## config.mk

```make
export PLATFORM = sky130hd
export DESIGN_NAME = float_minmax_reduce
export DESIGN_NICKNAME = d
export VERILOG_FILES = /design/src/rtl/float_pkg.sv /design/src/rtl/float_minmax_cmp.sv /design/src/rtl/float_minmax_reduce.sv
export SDC_FILE = /design/constraint.sdc
export NUM_CORES = 1
export LEC_CHECK = 0
export BUFFER_PORTS_ARGS = -buffer_cell sky130_fd_sc_hd__buf_2
export CORE_UTILIZATION = 55
export CTS_CLUSTER_DIAMETER = 120
export DETAILED_ROUTE_END_ITERATION = 8
export PLACE_DENSITY_LB_ADDON = 0.25
export SKIP_LAST_GASP = 1
export SLEW_MARGIN = 20
export SYNTH_ARGS = -nofsm -noshare
export SYNTH_HDL_FRONTEND = slang
export SYNTH_HIERARCHICAL = 1
export SYNTH_SLANG_ARGS = --single-unit
```

## constraint.sdc

```tcl
create_clock -name clk -period 5.6 [get_ports clk]
set_input_delay 1.12 -clock clk [delete_from_list [all_inputs] [get_ports clk]]
set_output_delay 1.12 -clock clk [all_outputs]
set_load 0.02 [all_outputs]
```

## src/rtl/float_pkg.sv

```systemverilog
// Shared definitions for the floating-point min/max reduction slice.
// W and CW are the single-precision, 256-element defaults. Configured instances derive
// their own widths from EXP_W, MAN_W and MAX_LEN.
// The helper functions take the format widths as arguments, which lets one package serve
// every precision. They handle formats up to 64 bits wide.
package float_pkg;

    localparam int W  = 32;   // 1 + 8 + 23
    localparam int CW = 9;    // $clog2(256) + 1

    // Reduction FSM: gather elements, then hold the result until it is taken
    typedef enum logic {
        ACCUM = 1'b0,
        HOLD  = 1'b1
    } state_t;

    // True for an all-ones exponent with a non-zero mantissa (quiet or signalling NaN)
    function automatic logic is_nan(input logic [63:0] x, input int exp_w, input int man_w);
        logic [63:0] exp_ones;
        logic [63:0] exp_field;
        logic [63:0] man_field;
        exp_ones  = (64'd1 << exp_w) - 64'd1;
        exp_field = (x >> man_w) & exp_ones;
        man_field = x & ((64'd1 << man_w) - 64'd1);
        return (exp_field == exp_ones) && (man_field != 64'd0);
    endfunction

    // Maps a float to an unsigned key whose integer order matches the float order.
    // Negative values reverse their magnitude order. Positive values move above all
    // negatives. The result puts -0 just below +0 and gives the infinities their
    // natural places.
    function automatic logic [63:0] ord_key(input logic [63:0] x, input int exp_w,
                                            input int man_w);
        int          w;
        logic [63:0] mask;
        logic [63:0] key;
        w    = 1 + exp_w + man_w;
        mask = (w >= 64) ? '1 : ((64'd1 << w) - 64'd1);
        key  = x[w-1] ? ~x : (x ^ (64'd1 << (w - 1)));
        return key & mask;
    endfunction

    // Canonical quiet NaN: positive sign, all-ones exponent, only the top mantissa bit set
    function automatic logic [63:0] canon_nan(input int exp_w, input int man_w);
        return (((64'd1 << exp_w) - 64'd1) << man_w) | (64'd1 << (man_w - 1));
    endfunction

endpackage

```

## src/rtl/float_minmax_cmp.sv

```systemverilog
// Combinational comparator for the reduction.
// b_wins is strict: when two elements tie, the earlier one (a) is kept.
// b_nan flags a NaN on the incoming operand. NaN results are resolved by the caller.
module float_minmax_cmp
    import float_pkg::*;
#(
    parameter  int EXP_W = 8,
    parameter  int MAN_W = 23,
    localparam int DW    = 1 + EXP_W + MAN_W
) (
    input  logic [DW-1:0] a,
    input  logic [DW-1:0] b,
    input  logic          mode,     // 0 = max, 1 = min
    output logic          b_wins,
    output logic          b_nan
);

    logic [63:0] key_a;
    logic [63:0] key_b;

    // Order both operands by key, then pick the direction from mode
    always_comb begin
        key_a  = ord_key(64'(a), EXP_W, MAN_W);
        key_b  = ord_key(64'(b), EXP_W, MAN_W);
        b_wins = mode ? (key_b < key_a) : (key_b > key_a);
        b_nan  = is_nan(64'(b), EXP_W, MAN_W);
    end

endmodule

```

## src/rtl/float_minmax_reduce.sv

```systemverilog
// Streaming IEEE-754 min/max reduction. The block takes 1..MAX_LEN elements per packet
// over a valid/ready stream and emits one registered result per packet.
// Any NaN in the packet forces the canonical quiet NaN.
// A packet that reaches MAX_LEN elements without in_last is closed and flagged as
// truncated.
// Optional feature: define ARGMAX_EN to add the z_idx port. It reports the index of the
// winning element, or of the first NaN.
module float_minmax_reduce
    import float_pkg::*;
#(
    parameter  int EXP_W   = 8,
    parameter  int MAN_W   = 23,
    parameter  int MAX_LEN = 256,
    localparam int DW      = 1 + EXP_W + MAN_W,
    localparam int CNT_W   = $clog2(MAX_LEN) + 1,
    localparam int IDX_W   = CNT_W - 1
) (
    input  logic             clk,
    input  logic             rst_n,
    input  logic             mode,
    input  logic             in_valid,
    output logic             in_ready,
    input  logic [DW-1:0]    in_data,
    input  logic             in_last,
    output logic             z_valid,
    input  logic             z_ready,
    output logic [DW-1:0]    z_data,
    output logic [CNT_W-1:0] z_count,
    output logic             z_trunc
`ifdef ARGMAX_EN
    ,
    output logic [IDX_W-1:0] z_idx
`endif
);

    localparam logic [DW-1:0] CANON_NAN = DW'(canon_nan(EXP_W, MAN_W));

    state_t             state;
    logic [DW-1:0]      acc;        // current winner of the open packet
    logic               mode_r;     // direction latched with the first element
    logic               nan_r;      // sticky: a NaN was seen in the open packet
    logic [CNT_W-1:0]   cnt;        // elements accepted so far in the open packet

    logic               xfer;
    logic               first;
    logic               at_max;
    logic               close;
    logic [CNT_W-1:0]   cnt_inc;
    logic               b_wins;
    logic               b_nan;
    logic [DW-1:0]      next_acc;
    logic               next_nan;
    logic [DW-1:0]      result;

`ifdef ARGMAX_EN
    logic [IDX_W-1:0]   idx_r;      // index of the current winner
    logic [IDX_W-1:0]   elem_idx;
    logic [IDX_W-1:0]   next_idx;
`endif

    // In HOLD, in_ready drops through the state register. This leaves one bubble per packet.
    assign in_ready = (state == ACCUM);

    float_minmax_cmp #(
        .EXP_W (EXP_W),
        .MAN_W (MAN_W)
    ) u_cmp (
        .a      (acc),
        .b      (in_data),
        .mode   (mode_r),
        .b_wins (b_wins),
        .b_nan  (b_nan)
    );

    // Next accumulator, NaN flag and result for an element accepted this cycle
    always_comb begin
        // NOTE: every signal gets a value before any branch, so no latch can be inferred.
        xfer     = in_valid & in_ready;
        first    = (cnt == '0);
        cnt_inc  = cnt + 1'b1;
        at_max   = (cnt_inc == CNT_W'(MAX_LEN));
        close    = xfer & (in_last | at_max);
        next_nan = first ? b_nan : (nan_r | b_nan);
        next_acc = (first | b_wins) ? in_data : acc;
        result   = next_nan ? CANON_NAN : next_acc;
    end

`ifdef ARGMAX_EN
    // Index of the winner; the first NaN pins the index for the rest of the packet
    always_comb begin
        elem_idx = cnt[IDX_W-1:0];
        next_idx = idx_r;
        if (first) begin
            next_idx = '0;
        end else if (!nan_r && (b_nan || b_wins)) begin
            next_idx = elem_idx;
        end
    end
`endif

    // Packet FSM with accumulator, counter and registered result outputs
    always_ff @(posedge clk or negedge rst_n) begin
        if (!rst_n) begin
            state   <= ACCUM;
            acc     <= '0;
            mode_r  <= 1'b0;
            nan_r   <= 1'b0;
            cnt     <= '0;
            z_valid <= 1'b0;
            z_data  <= '0;
            z_count <= '0;
            z_trunc <= 1'b0;
`ifdef ARGMAX_EN
            idx_r   <= '0;
            z_idx   <= '0;
`endif
        end else begin
            // NOTE: non-blocking assignments keep every register reading pre-edge values.
            case (state)
                ACCUM: begin
                    if (xfer) begin
                        if (first) begin
                            mode_r <= mode;
                        end
                        acc   <= next_acc;
                        nan_r <= next_nan;
`ifdef ARGMAX_EN
                        idx_r <= next_idx;
`endif
                        if (close) begin
                            cnt     <= '0;
                            state   <= HOLD;
                            z_valid <= 1'b1;
                            z_data  <= result;
                            z_count <= cnt_inc;
                            z_trunc <= ~in_last;
`ifdef ARGMAX_EN
                            z_idx   <= next_idx;
`endif
                        end else begin
                            cnt <= cnt_inc;
                        end
                    end
                end
                HOLD: begin
                    if (z_ready) begin
                        state   <= ACCUM;
                        z_valid <= 1'b0;
                    end
                end
                default: state <= ACCUM;
            endcase
        end
    end

endmodule
```

==> out/qor.log, run 1 <==
qor: outcome.outcome completed
qor: detailed_routing.detail-route-antenna-nets 0
qor: setup_path.r2r_slack 1.44 ns
qor: setup_path.critical-path-slowest-cell sky130_fd_sc_hd__buf_2
qor: cells_and_area.drive_above_1_share 30.1%
qor: logic_synthesis.synth_top_cells_by_count sky130_fd_sc_hd__dfrtp_1 (87), sky130_fd_sc_hd__mux2_2 (45), sky130_fd_sc_hd__xnor2_1 (35)
qor: setup_path.regToRegEndpoint z_data[20]$_DFFE_PN0P_
qor: floorplan.starting_utilization_of_the_core_area 57.1%
qor: timing.max_freq 225 MHz
qor: logic_synthesis.synth.avg_cell_area 11.4 um2
qor: timing.transition_time_of_the_tightest_slew_check_pin 0.907 ns
qor: setup_path.critical_path_class input pin to flip-flop
qor: power_and_ir_drop.switching_share 42.2%
qor: detailed_routing.wire_per_inst 16.7 um
qor: global_routing.via_count_of_the_first_global_routing_pass 4,029
qor: job.max_cap_viol_count 0
qor: power_and_ir_drop.comb_power_share 56.2%
qor: timing.setup_violating_endpoint_count_in_the_final_report 0
qor: detailed_routing.routed_wl 11,300 um
qor: global_routing.grt_first_pass_wirelength 19,400 um
qor: cts.clock_tree.root_cell sky130_fd_sc_hd__clkbuf_8
qor: cts.ctsResizeCount 0
qor: global_routing.grt_max_degree 88
qor: setup_path.critical_path_required 5.83 ns
qor: timing.clock-skew-final 0.0167 ns
qor: cells_and_area.final_cell_count_no_fill 674
qor: logic_synthesis.asyncSetResetFlopFracSynth 100%
qor: floorplan.boundaryPins 82
qor: place.numPortBuffers 81
qor: hold_path.timing.hold.worst.class flip-flop to flip-flop
qor: setup_path.capturing_element_type_of_the_critical_path flip-flop
qor: cts.clock_pin_slew_on_the_worst_setup_and_hold_paths 0.08 ns
qor: floorplan.design.core.area 9330 um2
qor: setup_path.timing.critical_path.slowest_cell_delay 0.51 ns
qor: power_and_ir_drop.power.clock.fraction 11.6%
qor: setup_path.delay_heaviest_family_cp buffers and inverters
qor: power_and_ir_drop.vdd_drop_max 222 uV
qor: timing.finalSetupTns 0 ns
qor: detailed_routing.drc 0
qor: logic_synthesis.synth_largest_type_area_fraction 40.9%
qor: place.dpl.hpwl 7990 um
qor: global_routing.initial_antenna_violation_count 0
qor: logic_synthesis.post_synthesis_sequential_area_ratio 40.9%
qor: logic_synthesis.synth_enable_flop_cells 0
qor: place.placed_cells 658
qor: logic_synthesis.synth.top_cells.by_area sky130_fd_sc_hd__dfrtp_1 (41%), sky130_fd_sc_hd__mux2_2 (9.5%), sky130_fd_sc_hd__ha_1 (8.0%)
qor: timing.post-route-worst-setup-slack 1.16 ns
qor: cells_and_area.finalCoreUtilization 64.0%
qor: detailed_routing.vias_per_cell 5.74
qor: setup_path.worstPathCellList buf_2 > buf_4 > xor2_1 > ha_1 > nand4_1 > nor4_1 > a31o_2 > a21o_1 > o211ai_2 > a31oi_4 > buf_4 > mux2i_1 > o2bb2ai_1
qor: global_routing.grt_use_total 24.4%
qor: cts.cts-root-to-sink-buffers 2
qor: cts.clock_tree_from_tritoncts built
qor: timing.min_clock_period_post_route 4.44 ns
qor: global_routing.global_route.overflow_total 0
qor: power_and_ir_drop.p_leak 0.00265 uW
qor: logic_synthesis.synth.cell_area 5330 um2
qor: power_and_ir_drop.power_density 579 nW/um2
qor: floorplan.die_w 100 um
qor: logic_synthesis.synth.distinct_cells 58
qor: logic_synthesis.ys.warnings.count 6
qor: detailed_routing.dr.pass1.iters 4
qor: cts.cts.repair_timing.setup_buffer_count 0
qor: cells_and_area.fin_area 5970 um2
qor: cts.hold_buffers 0
qor: logic_synthesis.yosys_register_bits 87
qor: floorplan.floorplan.die_area 10,100 um2
qor: cts.htree_num_levels 3
qor: place.placedInstanceArea 5790 um2
qor: timing.final-max-slew-violation-count 0
qor: floorplan.die_height 100 um
qor: place.placement.setup.worst_slack 0.807 ns
qor: logic_synthesis.post_synth_inst_count 469
qor: cells_and_area.antenna-diode-count 0
qor: setup_path.rr_startpoint acc[31]$_DFFE_PN0P_
qor: setup_path.critical_path_buf_inv_count 3
qor: floorplan.num_rows 35
qor: timing.final_min_period_over_clock_period 79.2%
qor: power_and_ir_drop.net-switching-power 1460 uW
qor: power_and_ir_drop.internal_power 2000 uW
qor: cts.clk-insertion-delay-late 0.37 ns
qor: cts.cts_sinks 87
qor: cts.cts_buffers 9
qor: setup_path.cp_max_fo 24
qor: timing.timing.max_slew.rel_slack 39.4%
qor: place.gp_routability_congestion 0.904
qor: cells_and_area.flow.area_growth_from_synthesis 12.1%
qor: setup_path.crit_arrival 4.67 ns
qor: detailed_routing.num_vias 3,866
qor: setup_path.timing.critical_path.to z_data[20]$_DFFE_PN0P_
qor: setup_path.critical_path.startpoint in_data[31]
qor: cells_and_area.net_count_of_the_finished_layout 612
qor: setup_path.path_common_cell sky130_fd_sc_hd__buf_4
qor: power_and_ir_drop.fraction_of_power_consumed_by_sequential_logic 32.2%
qor: detailed_routing.initialDrtViolationCount 171
qor: setup_path.critical_path.startpoint_type input pin
qor: logic_synthesis.postSynth.topFlopCell sky130_fd_sc_hd__dfrtp_1
qor: setup_path.worst-path-stages 13
qor: logic_synthesis.yosysTopAreaCell sky130_fd_sc_hd__dfrtp_1
qor: timing.final-hold-violation-count 0
qor: timing.grt_setup_unrepaired no
qor: logic_synthesis.synth.net_count 541
qor: setup_path.worst-r2r-cell-count 12
qor: logic_synthesis.post-synth-top-count-cell sky130_fd_sc_hd__dfrtp_1
[routing by layer]
| metal | wire length (um) | track usage (%) | vias to the layer above |
|---|---|---|---|
| li1 | - | - | 1862 |
| met1 | 5300 | 33.9 | 1897 |
| met2 | 5300 | 38.7 | 85 |
| met3 | 454 | 4.46 | 22 |
| met4 | 202 | 7.69 | 0 |
| met5 | 0 | 0 | - |
[cell families after synthesis]
logic type / after synthesis / share of synthesized area, %
AO/OA/AOI/OAI: 90 / 13.6
XOR/XNOR: 69 / 11.3
buffers and inverters: 33 / 3.36
AND/OR/NAND/NOR: 84 / 8.20
multiplexers: 72 / 14.7
flip-flops: 87 / 40.9
adder cells (fa/ha/maj): 34 / 7.99
[power by group through the flow]
stage | clock [uW] | combinational (uW) | sequential [uW]
2_1_floorplan | 0 | 1410 | 1200
3_3_place_gp | 0 | 1890 | 1110
3_5_place_dp | 0 | 1940 | 1130
4_1_cts | 409 | 1950 | 1120
5_1_grt | 438 | 2150 | 1160
6_report | 401 | 1940 | 1110
[layout make-up]
| type | count | area, um2 |
|---|---|---|
| multi-input cells | 349 | 2980 |
| repair buffers | 87 | 457 |
| inverters | 6 | 22.5 |
| fillers | 787 | 3360 |
| flip-flops and latches | 87 | 2180 |
| clock inverters | 7 | 48.8 |
| well taps | 129 | 161 |
| clock buffers | 9 | 124 |
[flip-flops by register name, summed over array words and instances, names as in the netlist]
register and cells:
acc 32, cnt 9, mode_r 1, nan_r 1, state 1, z_count 9, z_data 32, z_trunc 1
z_valid 1
[how the worst min path moves through the flow]
stage               depth (start not counted)  slack (ns)                    from                endpoint
floorplan                                   2        0.47       nan_r$_DFFE_PN0P_       nan_r$_DFFE_PN0P_
global placement                            2        0.46     z_valid$_DFFE_PN0P_     z_valid$_DFFE_PN0P_
detailed placement                          1        0.47   z_data[7]$_DFFE_PN0P_   z_data[7]$_DFFE_PN0P_
CTS                                         1        0.49   z_data[5]$_DFFE_PN0P_   z_data[5]$_DFFE_PN0P_
global route                                1        0.52  z_data[10]$_DFFE_PN0P_  z_data[10]$_DFFE_PN0P_
finish                                      1        0.49   z_data[5]$_DFFE_PN0P_   z_data[5]$_DFFE_PN0P_
[cell usage in the layout (no fill, tap or decap), types with 2 or more instances in the layout]
master	n
sky130_fd_sc_hd__nor2_1	10
sky130_fd_sc_hd__xnor2_1	35
sky130_fd_sc_hd__nand3_1	12
sky130_fd_sc_hd__dfrtp_1	87
sky130_fd_sc_hd__ha_1	34
sky130_fd_sc_hd__clkinv_4	2
sky130_fd_sc_hd__nor2b_1	2
sky130_fd_sc_hd__or3_1	2
sky130_fd_sc_hd__o41ai_1	2
sky130_fd_sc_hd__mux2i_1	23
sky130_fd_sc_hd__a21oi_1	16
sky130_fd_sc_hd__nor3_1	8
sky130_fd_sc_hd__nor4_1	7
sky130_fd_sc_hd__mux2_1	4
sky130_fd_sc_hd__nand4_1	10
sky130_fd_sc_hd__buf_2	80
sky130_fd_sc_hd__o22a_1	9
sky130_fd_sc_hd__nand2_1	25
sky130_fd_sc_hd__xor2_1	34
sky130_fd_sc_hd__buf_4	6
sky130_fd_sc_hd__a2bb2oi_2	2
sky130_fd_sc_hd__a21o_1	2
sky130_fd_sc_hd__inv_1	6
sky130_fd_sc_hd__o21ai_0	12
sky130_fd_sc_hd__o2bb2ai_1	24
sky130_fd_sc_hd__mux2_2	45
sky130_fd_sc_hd__clkbuf_8	9
sky130_fd_sc_hd__clkinv_2	3
[per-stage QoR]
step / total power, uW / hold slack (ns)
5_1_grt: 3750 / 0.517
6_report: 3450 / 0.488
2_1_floorplan: 2610 / 0.467
3_5_place_dp: 3060 / 0.468
3_3_place_gp: 3000 / 0.458
4_1_cts: 3470 / 0.493
No activity file was read; power rests on OpenSTA's default activity.
==> run 2, diff against run 1 <==
Settings changed: CORE_UTILIZATION 55 to 52.
Clock period 5.6 ns to 3.9 ns, I/O delays scaled along.
==> run 2 against run 1 <==
Utilization decreased by 2.3 points. Worst setup slack got worse by 0.64 ns. Die area increased by 5.6%. Register-to-register slack got worse by 0.80 ns. Global-route usage decreased by 1.1 points. Non-clock buffer count increased by 7. Wire length increased by 0.91%. Critical path type unchanged. Critical endpoint is now z_data[30]$_DFFE_PN0P_. Largest power group unchanged. Highest routed layer unchanged.
==> out/qor.log, run 2 (synthesis gave the netlist of run 1 again) <==
qor: outcome.outcome completed
qor: setup_path.worst-r2r-cell-count 12 [unchanged]
qor: timing.setup_violating_endpoint_count_in_the_final_report 0 [unchanged]
qor: job.max_cap_viol_count 0 [unchanged]
qor: setup_path.critical_path_required 4.16 ns [-1.67 ns]
qor: power_and_ir_drop.p_leak 0.00271 uW [+2.1%]
qor: place.placement.setup.worst_slack 0.166 ns [-0.641 ns]
qor: floorplan.die_height 103 um [+2.8%]
qor: setup_path.regToRegEndpoint z_data[30]$_DFFE_PN0P_
qor: cells_and_area.antenna-diode-count 0 [unchanged]
qor: floorplan.starting_utilization_of_the_core_area 54.0% [-3.1 points]
qor: hold_path.timing.hold.worst.class input pin to async pin
qor: cells_and_area.drive_above_1_share 31.0% [+0.89 points]
qor: timing.clock-skew-final 0.0169 ns [+0.000207 ns]
qor: detailed_routing.num_vias 3,923 [+1.5%]
qor: setup_path.critical-path-slowest-cell sky130_fd_sc_hd__nor4_1
qor: timing.final-max-slew-violation-count 0 [unchanged]
qor: cells_and_area.top_registers acc: 32 flops, z_data: 32 flops
qor: setup_path.rr_startpoint acc[31]$_DFFE_PN0P_
qor: power_and_ir_drop.power_density 839 nW/um2 [+45%]
qor: global_routing.initial_antenna_violation_count 0 [unchanged]
qor: cts.cts.repair_timing.setup_buffer_count 0 [unchanged]
qor: cells_and_area.flow.area_growth_from_synthesis 14.3%
qor: setup_path.timing.critical_path.slowest_cell_delay 0.47 ns [-0.04 ns]
qor: timing.transition_time_of_the_tightest_slew_check_pin 0.819 ns [-0.0884 ns]
qor: timing.grt_setup_unrepaired no
qor: place.gp_routability_congestion 0.894 [-1.1%]
qor: cts.clock_pin_slew_on_the_worst_setup_and_hold_paths 0.10 ns [+0.02 ns]
qor: cts.cts_buffers 9 [unchanged]
qor: cells_and_area.most_frequent_cells_in_the_layout sky130_fd_sc_hd__dfrtp_1 (87), sky130_fd_sc_hd__buf_2 (80), sky130_fd_sc_hd__mux2_2 (45), sky130_fd_sc_hd__xnor2_1 (35)
qor: timing.max_freq 296 MHz
qor: cells_and_area.layout_commonest_cell sky130_fd_sc_hd__dfrtp_1
qor: floorplan.floorplan.die_area 10,700 um2 [+5.6%]
qor: global_routing.via_count_of_the_first_global_routing_pass 3,852 [-4.4%]
qor: setup_path.crit_arrival 3.64 ns [-1.03 ns]
qor: floorplan.die_w 103 um [+2.8%]
qor: global_routing.global_route.overflow_total 0 [unchanged]
qor: place.dpl.hpwl 8160 um [+2.1%]
qor: setup_path.cp_max_fo 23 [-4.2%]
qor: floorplan.num_rows 36 [+2.9%]
qor: power_and_ir_drop.vdd_drop_max 453 uV [+100%]
qor: setup_path.path_common_cell sky130_fd_sc_hd__buf_12
qor: setup_path.delay_heaviest_family_cp compound AO/OA/AOI/OAI gates
qor: setup_path.capturing_element_type_of_the_critical_path flip-flop
qor: timing.finalSetupTns 0 ns [unchanged]
qor: detailed_routing.initialDrtViolationCount 117 [-32%]
qor: setup_path.critical_path_buf_inv_count 3 [unchanged]
qor: setup_path.critical_path.startpoint in_data[31]
qor: global_routing.grt_max_degree 83 [-5.7%]
qor: timing.post-route-worst-setup-slack 0.518 ns [-0.644 ns]
qor: setup_path.r2r_slack 0.64 ns [-0.80 ns]
qor: cts.cts_sinks 87 [unchanged]
qor: timing.timing.max_slew.rel_slack 45.2% [+5.8 points]
qor: timing.final_min_period_over_clock_period 86.7%
qor: cts.clock_tree_from_tritoncts built
qor: cts.htree_num_levels 3 [unchanged]
qor: timing.min_clock_period_post_route 3.38 ns
qor: cts.cts-root-to-sink-buffers 2 [unchanged]
qor: timing.final-hold-violation-count 0 [unchanged]
qor: detailed_routing.routed_wl 11,400 um [+0.91%]
qor: cells_and_area.net_count_of_the_finished_layout 619 [+1.1%]
qor: global_routing.grt_first_pass_wirelength 19,000 um [-2.2%]
qor: setup_path.critical_path_class input pin to flip-flop
qor: detailed_routing.dr.pass1.iters 6 [+2]
qor: setup_path.critical_path.startpoint_type input pin
qor: detailed_routing.vias_per_cell 5.73 [-0.16%]
qor: floorplan.boundaryPins 82 [unchanged]
qor: detailed_routing.wire_per_inst 16.6 um [-0.71%]
qor: cts.clock_tree.root_cell sky130_fd_sc_hd__clkbuf_8
qor: global_routing.grt_use_total 23.2% [-1.1 points]
qor: cts.hold_buffers 0 [unchanged]
qor: cts.clk-insertion-delay-late 0.37 ns [about the same]
qor: cells_and_area.fillerInstances 826 [+5.0%]
qor: detailed_routing.drc 0 [unchanged]
qor: cts.ctsResizeCount 0 [unchanged]
qor: place.numPortBuffers 81 [unchanged]
qor: setup_path.worstPathCellList buf_2 > buf_12 > xor2_1 > ha_1 > nand4_1 > nor4_1 > a31o_2 > a21o_1 > o211ai_2 > a31oi_4 > buf_12 > mux2_2 > o22a_1
qor: detailed_routing.detail-route-antenna-nets 0 [unchanged]
qor: floorplan.design.core.area 9860 um2 [+5.8%]
## run 2: cell count changes in the layout (fill, tap and decap cells not counted)
| cell | change |
|---|---|
| sky130_fd_sc_hd__inv_6 | +1 |
| sky130_fd_sc_hd__buf_4 | +3 |
| sky130_fd_sc_hd__clkbuf_8 | +1 |
| sky130_fd_sc_hd__buf_12 | +4 |
| sky130_fd_sc_hd__clkinv_4 | -1 |
| sky130_fd_sc_hd__clkinv_2 | -1 |
## run 2: worst max-delay path by stage
stage	end	slack, ns	cells after the start
3_5_place_dp	z_data[30]$_DFFE_PN0P_	0.17	13
5_1_grt	z_data[28]$_DFFE_PN0P_	0.38	13
6_report	z_data[30]$_DFFE_PN0P_	0.52	13
4_1_cts	z_data[30]$_DFFE_PN0P_	0.54	13
3_3_place_gp	z_data[30]$_DFFE_PN0P_	0.20	13
2_1_floorplan	z_data[10]$_DFFE_PN0P_	0.1	14
## run 2: report_power, final
group,leakage (uW),switching (uW),total [uW],internal [uW]
logic,0.00156,1500,2950,1450
clock network,0.0000930,340,592,252
registers,0.00106,293,1570,1270
total,0.00271,2130,5110,2980
## run 2: worst register-to-register path, cell delays in order (launching register included)
cell and delay (ns):
sky130_fd_sc_hd__dfrtp_1 0.41, sky130_fd_sc_hd__buf_4 0.20, sky130_fd_sc_hd__xnor2_1 0.25, sky130_fd_sc_hd__ha_1 0.30, sky130_fd_sc_hd__a21oi_1 0.15, sky130_fd_sc_hd__nand2_1 0.07, sky130_fd_sc_hd__a221o_1 0.36, sky130_fd_sc_hd__o31ai_1 0.29
sky130_fd_sc_hd__o211ai_2 0.16, sky130_fd_sc_hd__a31oi_4 0.23, sky130_fd_sc_hd__buf_12 0.23, sky130_fd_sc_hd__mux2_2 0.36, sky130_fd_sc_hd__o22a_1 0.17
## run 2: stage by stage
| stage | cells | hold WS [ns] | total power, uW | utilization [%] | instance area, um2 |
|---|---|---|---|---|---|
| after CTS | 685 | 0.487 | 5150 | 61.7 | 6080 |
| after detailed placement | 669 | 0.462 | 4530 | 59.8 | 5900 |
| after global routing | 685 | 0.505 | 5490 | 61.7 | 6090 |
| after floorplan | 469 | 0.467 | 3750 | - | 5330 |
| final | 685 | 0.451 | 5110 | 61.7 | 6090 |
| after global placement | 669 | 0.458 | 4420 | 59.8 | 5900 |
## run 2: routing by layer
metal  GRT usage [%]  wire, um  vias to the layer above
li1                -         -                     1887
met5               0         0                        -
met1            31.5      5330                     1941
met3            3.02       350                       17
met2            38.5      5480                       78
met4            8.13       194                        0
## run 2: area by class of cell
| cell class | count | area [um2] | area share, % |
|---|---|---|---|
| flip-flops and latches | 87 | 2180 | 35.8 |
| clock buffers | 10 | 138 | 2.26 |
| well taps | 133 | 166 | 2.73 |
| multi-input cells | 349 | 2980 | 49.0 |
| repair buffers | 94 | 559 | 9.19 |
| inverters | 6 | 22.5 | 0.370 |
| clock inverters | 6 | 43.8 | 0.720 |
